===== src/rtl/bootrom_pkg.sv =====
// Shared types and defaults for the boot ROM loader.
// Latency: n/a (definitions only).
// Backpressure: n/a.
package bootrom_pkg;

  localparam logic [18:0] ROM_BASE_DEFAULT  = 19'h40000;
  localparam int          ROM_SIZE_DEFAULT  = 32768;
  localparam int          WR_CYCLES_DEFAULT = 2;

  typedef enum logic [2:0] {
    ST_IDLE,
    ST_WAIT_BYTE,
    ST_SETUP,
    ST_STROBE,
    ST_RECOVER,
    ST_DONE,
    ST_ERROR
  } state_t;

endpackage


===== src/rtl/bootrom_loader_seq_if.sv =====
// Byte stream in / SRAM ROM-write port out, grouped for the loader.
// Latency: n/a (wires only).
// Backpressure: in_ready is driven by the loader (master side).
interface bootrom_loader_seq_if;

  logic [7:0]  in_data;
  logic        in_valid;
  logic        in_ready;
  logic [18:0] romwrite_addr;
  logic [7:0]  romwrite_data;
  logic        romwrite_wr;

  // Loader side: consumes the byte stream, drives the SRAM write port.
  modport master (
    input  in_data, in_valid,
    output in_ready, romwrite_addr, romwrite_data, romwrite_wr
  );

  // Environment side: flash reader feeding bytes, SRAM controller observing writes.
  modport slave (
    output in_data, in_valid,
    input  in_ready, romwrite_addr, romwrite_data, romwrite_wr
  );

endinterface


===== src/rtl/bootrom_loader_seq.sv =====
// Copies the ROM image byte stream into SRAM with setup/strobe/recover timing, holding the CPU in reset.
// Latency: WR_CYCLES+3 cycles per byte minimum; rom_initialised rises the cycle after the last RECOVER.
// Backpressure: in_ready high only while waiting for a byte; optional trailing checksum via BOOTROM_CHECKSUM_EN.
module bootrom_loader_seq
  import bootrom_pkg::*;
#(
  parameter logic [18:0] ROM_BASE  = ROM_BASE_DEFAULT,
  parameter int          ROM_SIZE  = ROM_SIZE_DEFAULT,
  parameter int          WR_CYCLES = WR_CYCLES_DEFAULT
) (
  input  logic                 clk,
  input  logic                 rst,
  bootrom_loader_seq_if.master bus,
  input  logic                 start,
  output logic                 rom_initialised,
  output logic                 cpu_rst_n,
  output logic                 busy,
  output logic                 load_error
);

  // Strobe timer only needs to count down from WR_CYCLES-1.
  localparam int          TMR_W    = (WR_CYCLES > 1) ? $clog2(WR_CYCLES) : 1;
  localparam logic [14:0] LAST_CNT = 15'(ROM_SIZE - 1);

  state_t           state;
  logic [14:0]      cnt;
  logic [TMR_W-1:0] tmr;

`ifdef BOOTROM_CHECKSUM_EN
  logic [7:0] sum;
  logic       chk_phase;
  logic       load_error_q;
  assign load_error = load_error_q;
`else
  assign load_error = 1'b0;
`endif

  // Load sequencer: every output is a register updated on state transitions.
  always_ff @(posedge clk or posedge rst) begin
    if (rst) begin
      state             <= ST_IDLE;
      cnt               <= '0;
      tmr               <= '0;
      bus.in_ready      <= 1'b0;
      bus.romwrite_addr <= ROM_BASE;
      bus.romwrite_data <= 8'h00;
      bus.romwrite_wr   <= 1'b0;
      rom_initialised   <= 1'b0;
      cpu_rst_n         <= 1'b0;
      busy              <= 1'b0;
`ifdef BOOTROM_CHECKSUM_EN
      sum               <= 8'h00;
      chk_phase         <= 1'b0;
      load_error_q      <= 1'b0;
`endif
    end else begin
      case (state)
        ST_IDLE: begin
          if (start) begin
            state             <= ST_WAIT_BYTE;
            busy              <= 1'b1;
            cnt               <= '0;
            bus.romwrite_addr <= ROM_BASE;
            bus.in_ready      <= 1'b1;
`ifdef BOOTROM_CHECKSUM_EN
            sum               <= 8'h00;
            chk_phase         <= 1'b0;
`endif
          end
        end

        ST_WAIT_BYTE: begin
          if (bus.in_valid && bus.in_ready) begin
            bus.in_ready <= 1'b0;
`ifdef BOOTROM_CHECKSUM_EN
            if (chk_phase) begin
              // Trailing checksum byte: never written to SRAM.
              busy <= 1'b0;
              if ((sum + bus.in_data) == 8'h00) begin
                state           <= ST_DONE;
                rom_initialised <= 1'b1;
                cpu_rst_n       <= 1'b1;
              end else begin
                state        <= ST_ERROR;
                load_error_q <= 1'b1;
              end
            end else begin
              sum               <= sum + bus.in_data;
              bus.romwrite_data <= bus.in_data;
              state             <= ST_SETUP;
            end
`else
            bus.romwrite_data <= bus.in_data;
            state             <= ST_SETUP;
`endif
          end
        end

        ST_SETUP: begin
          bus.romwrite_wr <= 1'b1;
          tmr             <= TMR_W'(WR_CYCLES - 1);
          state           <= ST_STROBE;
        end

        ST_STROBE: begin
          if (tmr == '0) begin
            bus.romwrite_wr <= 1'b0;
            state           <= ST_RECOVER;
          end else begin
            tmr <= tmr - TMR_W'(1);
          end
        end

        ST_RECOVER: begin
          if (cnt == LAST_CNT) begin
`ifdef BOOTROM_CHECKSUM_EN
            chk_phase    <= 1'b1;
            bus.in_ready <= 1'b1;
            state        <= ST_WAIT_BYTE;
`else
            state           <= ST_DONE;
            rom_initialised <= 1'b1;
            cpu_rst_n       <= 1'b1;
            busy            <= 1'b0;
`endif
          end else begin
            cnt               <= cnt + 15'd1;
            bus.romwrite_addr <= bus.romwrite_addr + 19'd1;
            bus.in_ready      <= 1'b1;
            state             <= ST_WAIT_BYTE;
          end
        end

        // DONE and ERROR are terminal until rst; start and in_valid are ignored.
        default: begin
          bus.in_ready    <= 1'b0;
          bus.romwrite_wr <= 1'b0;
        end
      endcase
    end
  end

endmodule


===== src/flat_wrapper.sv =====
// flat-port wrapper written by rule: the top's interface ports become plain ports
module bootrom_loader_seq_flat import bootrom_pkg::*;
#(
  parameter logic [18:0] ROM_BASE  = ROM_BASE_DEFAULT,
  parameter int          ROM_SIZE  = ROM_SIZE_DEFAULT,
  parameter int          WR_CYCLES = WR_CYCLES_DEFAULT
)
  (clk, rst, start, rom_initialised, cpu_rst_n, busy, load_error, bus_in_data, bus_in_valid, bus_in_ready, bus_romwrite_addr, bus_romwrite_data, bus_romwrite_wr);
  bootrom_loader_seq_if bus_i ();
  input  logic clk;
  input  logic rst;
  input  logic start;
  output logic rom_initialised;
  output logic cpu_rst_n;
  output logic busy;
  output logic load_error;
  input wire logic [$bits(bus_i.in_data)-1:0] bus_in_data;
  input wire logic [$bits(bus_i.in_valid)-1:0] bus_in_valid;
  output wire logic [$bits(bus_i.in_ready)-1:0] bus_in_ready;
  output wire logic [$bits(bus_i.romwrite_addr)-1:0] bus_romwrite_addr;
  output wire logic [$bits(bus_i.romwrite_data)-1:0] bus_romwrite_data;
  output wire logic [$bits(bus_i.romwrite_wr)-1:0] bus_romwrite_wr;
  assign bus_i.in_data = bus_in_data;
  assign bus_i.in_valid = bus_in_valid;
  assign bus_in_ready = bus_i.in_ready;
  assign bus_romwrite_addr = bus_i.romwrite_addr;
  assign bus_romwrite_data = bus_i.romwrite_data;
  assign bus_romwrite_wr = bus_i.romwrite_wr;
  bootrom_loader_seq #(.ROM_BASE(ROM_BASE), .ROM_SIZE(ROM_SIZE), .WR_CYCLES(WR_CYCLES)) u_core (.clk(clk), .rst(rst), .bus(bus_i), .start(start), .rom_initialised(rom_initialised), .cpu_rst_n(cpu_rst_n), .busy(busy), .load_error(load_error));
endmodule

===== config.mk =====
export PLATFORM = sky130hd
export DESIGN_NAME = bootrom_loader_seq_flat
export DESIGN_NICKNAME = d
export VERILOG_FILES = /design/src/rtl/bootrom_pkg.sv /design/src/rtl/bootrom_loader_seq_if.sv /design/src/rtl/bootrom_loader_seq.sv /design/src/flat_wrapper.sv
export SDC_FILE = /design/constraint.sdc
export NUM_CORES = 1
export LEC_CHECK = 0
export ABC_AREA = 0
export BUFFER_PORTS_ARGS = -buffer_cell sky130_fd_sc_hd__buf_4
export CORE_UTILIZATION = 30
export CTS_CLUSTER_SIZE = 28
export DETAILED_ROUTE_END_ITERATION = 6
export GPL_TIMING_DRIVEN = 0
export PLACE_DENSITY = 0.51
export SYNTH_ARGS = -nofsm -noshare
export SYNTH_HDL_FRONTEND = slang
export SYNTH_SLANG_ARGS = --single-unit

===== constraint.sdc =====
create_clock -name clk -period 1.9 [get_ports clk]
set_input_delay 0.095 -clock clk [delete_from_list [all_inputs] [get_ports clk]]
set_output_delay 0.095 -clock clk [all_outputs]
set_load 0.02 [all_outputs]

==> reports/qor.yml <==
worst_setup_path:
  crit_fanout: 5
  critPathKind: "reg -> reg"
  cp.required_ps: 2130
  path_delay_family: "simple AND/OR/NAND/NOR gates"
  path_cells: "ha_2 -> nand3_4 -> or4_4 -> o21a_1 -> o31ai_1"
  path_buf_inv: 0
  start_kind: "flop"
  crit_arrival_ps: 2060
  end_kind: "flop"
  slowest_delay_ps: 580
  cp_slowest_cell: "or4_4"
logic_synthesis:
  synth_top_area_share_pct: 44.2
  synthCells: 280
  yosys-top-cells-area: "dfrtp_1 (44%), o31ai_1 (5.1%), o21ai_1 (3.8%)"
  synth_common_cells: "dfrtp_1 (49), o21ai_1 (21), nand2_1 (20), o31ai_1 (19), nand3_1 (16)"
  yosysMostFrequentCell: "dfrtp_1"
  postSynthNetCount: 294
  synthArstFlopShare_pct: 100
  synth_top_area_cell: "dfrtp_1"
  synth-seq-area-share_pct: 45.1
  yosysWarnings: 0
  ys.flop_type: "dfrtp_1"
  synth_area_per_cell_um2: 9.92
  synthesis.area_mm2: 0.00278
  synth.distinct_cells: 53
  ys_ff_latch: 50
  synth_edf_count: 0
power_and_ir_drop:
  peakVddDrop_mv: 0.335
  powerDensity_mw_per_mm2: 1050
  power.static_leakage_uw: 0.00156
layout:
  register_area_mm2: 0.00125
  multi_input_area_mm2: 0.00145
  final_cell_area_mm2: 0.00352
  fin_nets: 356
  fill_cells: 901
  drive_gt1_share_pct: 33.8
  diodes: 0
  area_growth_pct: 26.8
  fin_util_pct: 39.8
placement:
  gp_congestion: 0.753
  placed_area_mm2: 0.00326
  hpwl_mm: 5.11
  io_buffers: 43
sta:
  max-slew-margin-rel_pct: 62.1
  min_period_ps: 1830
  worst_pin_slew_ps: 568
  fmax_ghz: 0.548
  rsz0062_at_grt: "no"
  hold_viol_final: 0
  setup_viol: 0
  timing.final.crit_share_pct: 96.1
  fin_worst_skew_ps: 12.5
  slew_violations: 0
clock_tree:
  htree_levels: 2
  cts-root-buf: "clkbuf_8"
  clock_sinks: 50
  cts-buffers-inserted: 5
  clk_pin_slew_worst_paths_ps: 100
  cts.path.max_buffers: 2
  cts_tree: "yes"
  insertion_delay_ps: 310
grt:
  grt-ovfl-total: 0
  antenna_found_initial: 0
  grt_pass1_vias: 2328
  grt_max_degree: 28
  grt_pass1_wl_mm: 12.5
  grtUsageTotal_pct: 16.4
die:
  io_pins: 45
  row_count: 34
  core_area_mm2: 0.00885
  die_h_um: 98.2
  die_w_um: 98.2
  die_area_mm2: 0.00964
  initial_utilization_pct: 31.4
min_path:
  hold_class: "in -> reg"
run:
  maxCapViolations: 0
detailed_routing:
  drt_iter0_markers: 121
  postRouteAntennaNets: 0
  via_count: 2473
  wl_per_cell_um: 16.7
  vias_per_cell: 5.48
  drc: 0
  dr.pass1.iters: 4
  wirelength_mm: 7.53
outcome:
  status: "finished, final reports clean"
## worst register-to-register path, delay by kind of cell, from the launching register on
kind / cells / cell delay [ps]
AO/OA/AOI/OAI: 2 / 390
flip-flops: 1 / 410
adder cells (fa/ha/maj): 1 / 240
AND/OR/NAND/NOR: 2 / 700
## layer usage
layer	global-route usage, %	part of all wire (%)	vias to the layer above
met3	2.29	2.7	7
met5	0	0	-
met1	23.3	50	1207
li1	-	-	1208
met2	26.1	46	51
met4	4.48	1.1	0
## cells by family (layout without fill, tap and decap cells)
logic type / count (synthesis) / in the layout / share of synthesized area [%]
multiplexers: 9 / 9 / 3.61
other: 1 / 1 / 0.135
adder cells (fa/ha/maj): 2 / 2 / 0.901
AND/OR/NAND/NOR: 91 / 91 / 20.3
AO/OA/AOI/OAI: 103 / 103 / 25.3
flip-flops: 50 / 50 / 45.1
buffers and inverters: 24 / 87 / 4.64
## metrics by stage
step                total power, uW  cells  setup TNS [ps]  hold WS (ps)  setup WS, ps
floorplan                      2340    280               0           246          79.6
finish                         3690    451               0          5.82          74.2
CTS                            3710    449               0          1.44          10.3
global placement               2860    431          -19190           329          -442
detailed placement             2870    432           -5860           195          -221
global route                   3930    451               0       0.00178          1.75
## sequential cells by signal, summed over array words and instances, names as in the netlist
name                      flops
u_core.tmr                    1
u_core.bus.romwrite_addr     19
u_core.rom_initialised        1
u_core.cnt                   15
u_core.state                  3
u_core.bus.in_ready           1
u_core.bus.romwrite_data      8
u_core.busy                   1
u_core.bus.romwrite_wr        1
## final timing paths
kind	from	to	slack (ps)	cells after the start
max	u_core.bus.romwrite_addr[1]	u_core.bus.romwrite_addr[18]	70	5
min	bus_in_data[4]	u_core.bus.romwrite_data[4]	6	2
max reg2reg	u_core.bus.romwrite_addr[1]	u_core.bus.romwrite_addr[18]	70	5
min reg2reg	u_core.bus.romwrite_addr[18]	u_core.bus.romwrite_addr[18]	510	2
max in group asynchronous	rst	u_core.bus.romwrite_addr[18]	900	4
min in group asynchronous	rst	u_core.bus.romwrite_addr[13]	380	3
## power breakdown
group	internal [uW]	leakage, uW	switching [uW]
registers	1280	0.000657	165
clock network	396	0.0000585	396
logic	621	0.000841	841
## cell usage in the layout, fill, tap and decap left out, types with 4 or more instances in the layout
master / instances
buf_4: 56
nand2_1: 20
inv_1: 4
nand3_1: 16
o21ai_0: 5
a31oi_1: 15
a21o_1: 5
a21oi_1: 15
and4_1: 5
clkbuf_8: 5
dfrtp_1: 47
nand4_1: 7
o21ai_1: 21
and3_1: 4
nor4_1: 4
nor2_1: 7
nand2b_1: 4
buf_2: 9
o41ai_1: 4
o31ai_1: 19
mux2_2: 8
## area by class of cell
cell class,instances,share of cell area (%)
clock inverter,3,1.24
clock buffer,5,1.95
sequential,50,35.6
buffer,19,3.48
timing repair buffer,55,12.2
inverter,5,0.533
tap,108,3.84
multi-input combinational,206,41.2
## what timing repair did
action | 4_1_cts | 5_1_grt
hold endpoints to repair | 23 | 0
pin swaps | 4 | 2
setup endpoints to repair | 36 | 36
gates cloned | 0 | 0
hold buffers | 1 | 0
buffers inserted | 8 | 2
gates resized for setup | 4 | 17
Power figures use the tool's default switching activity.
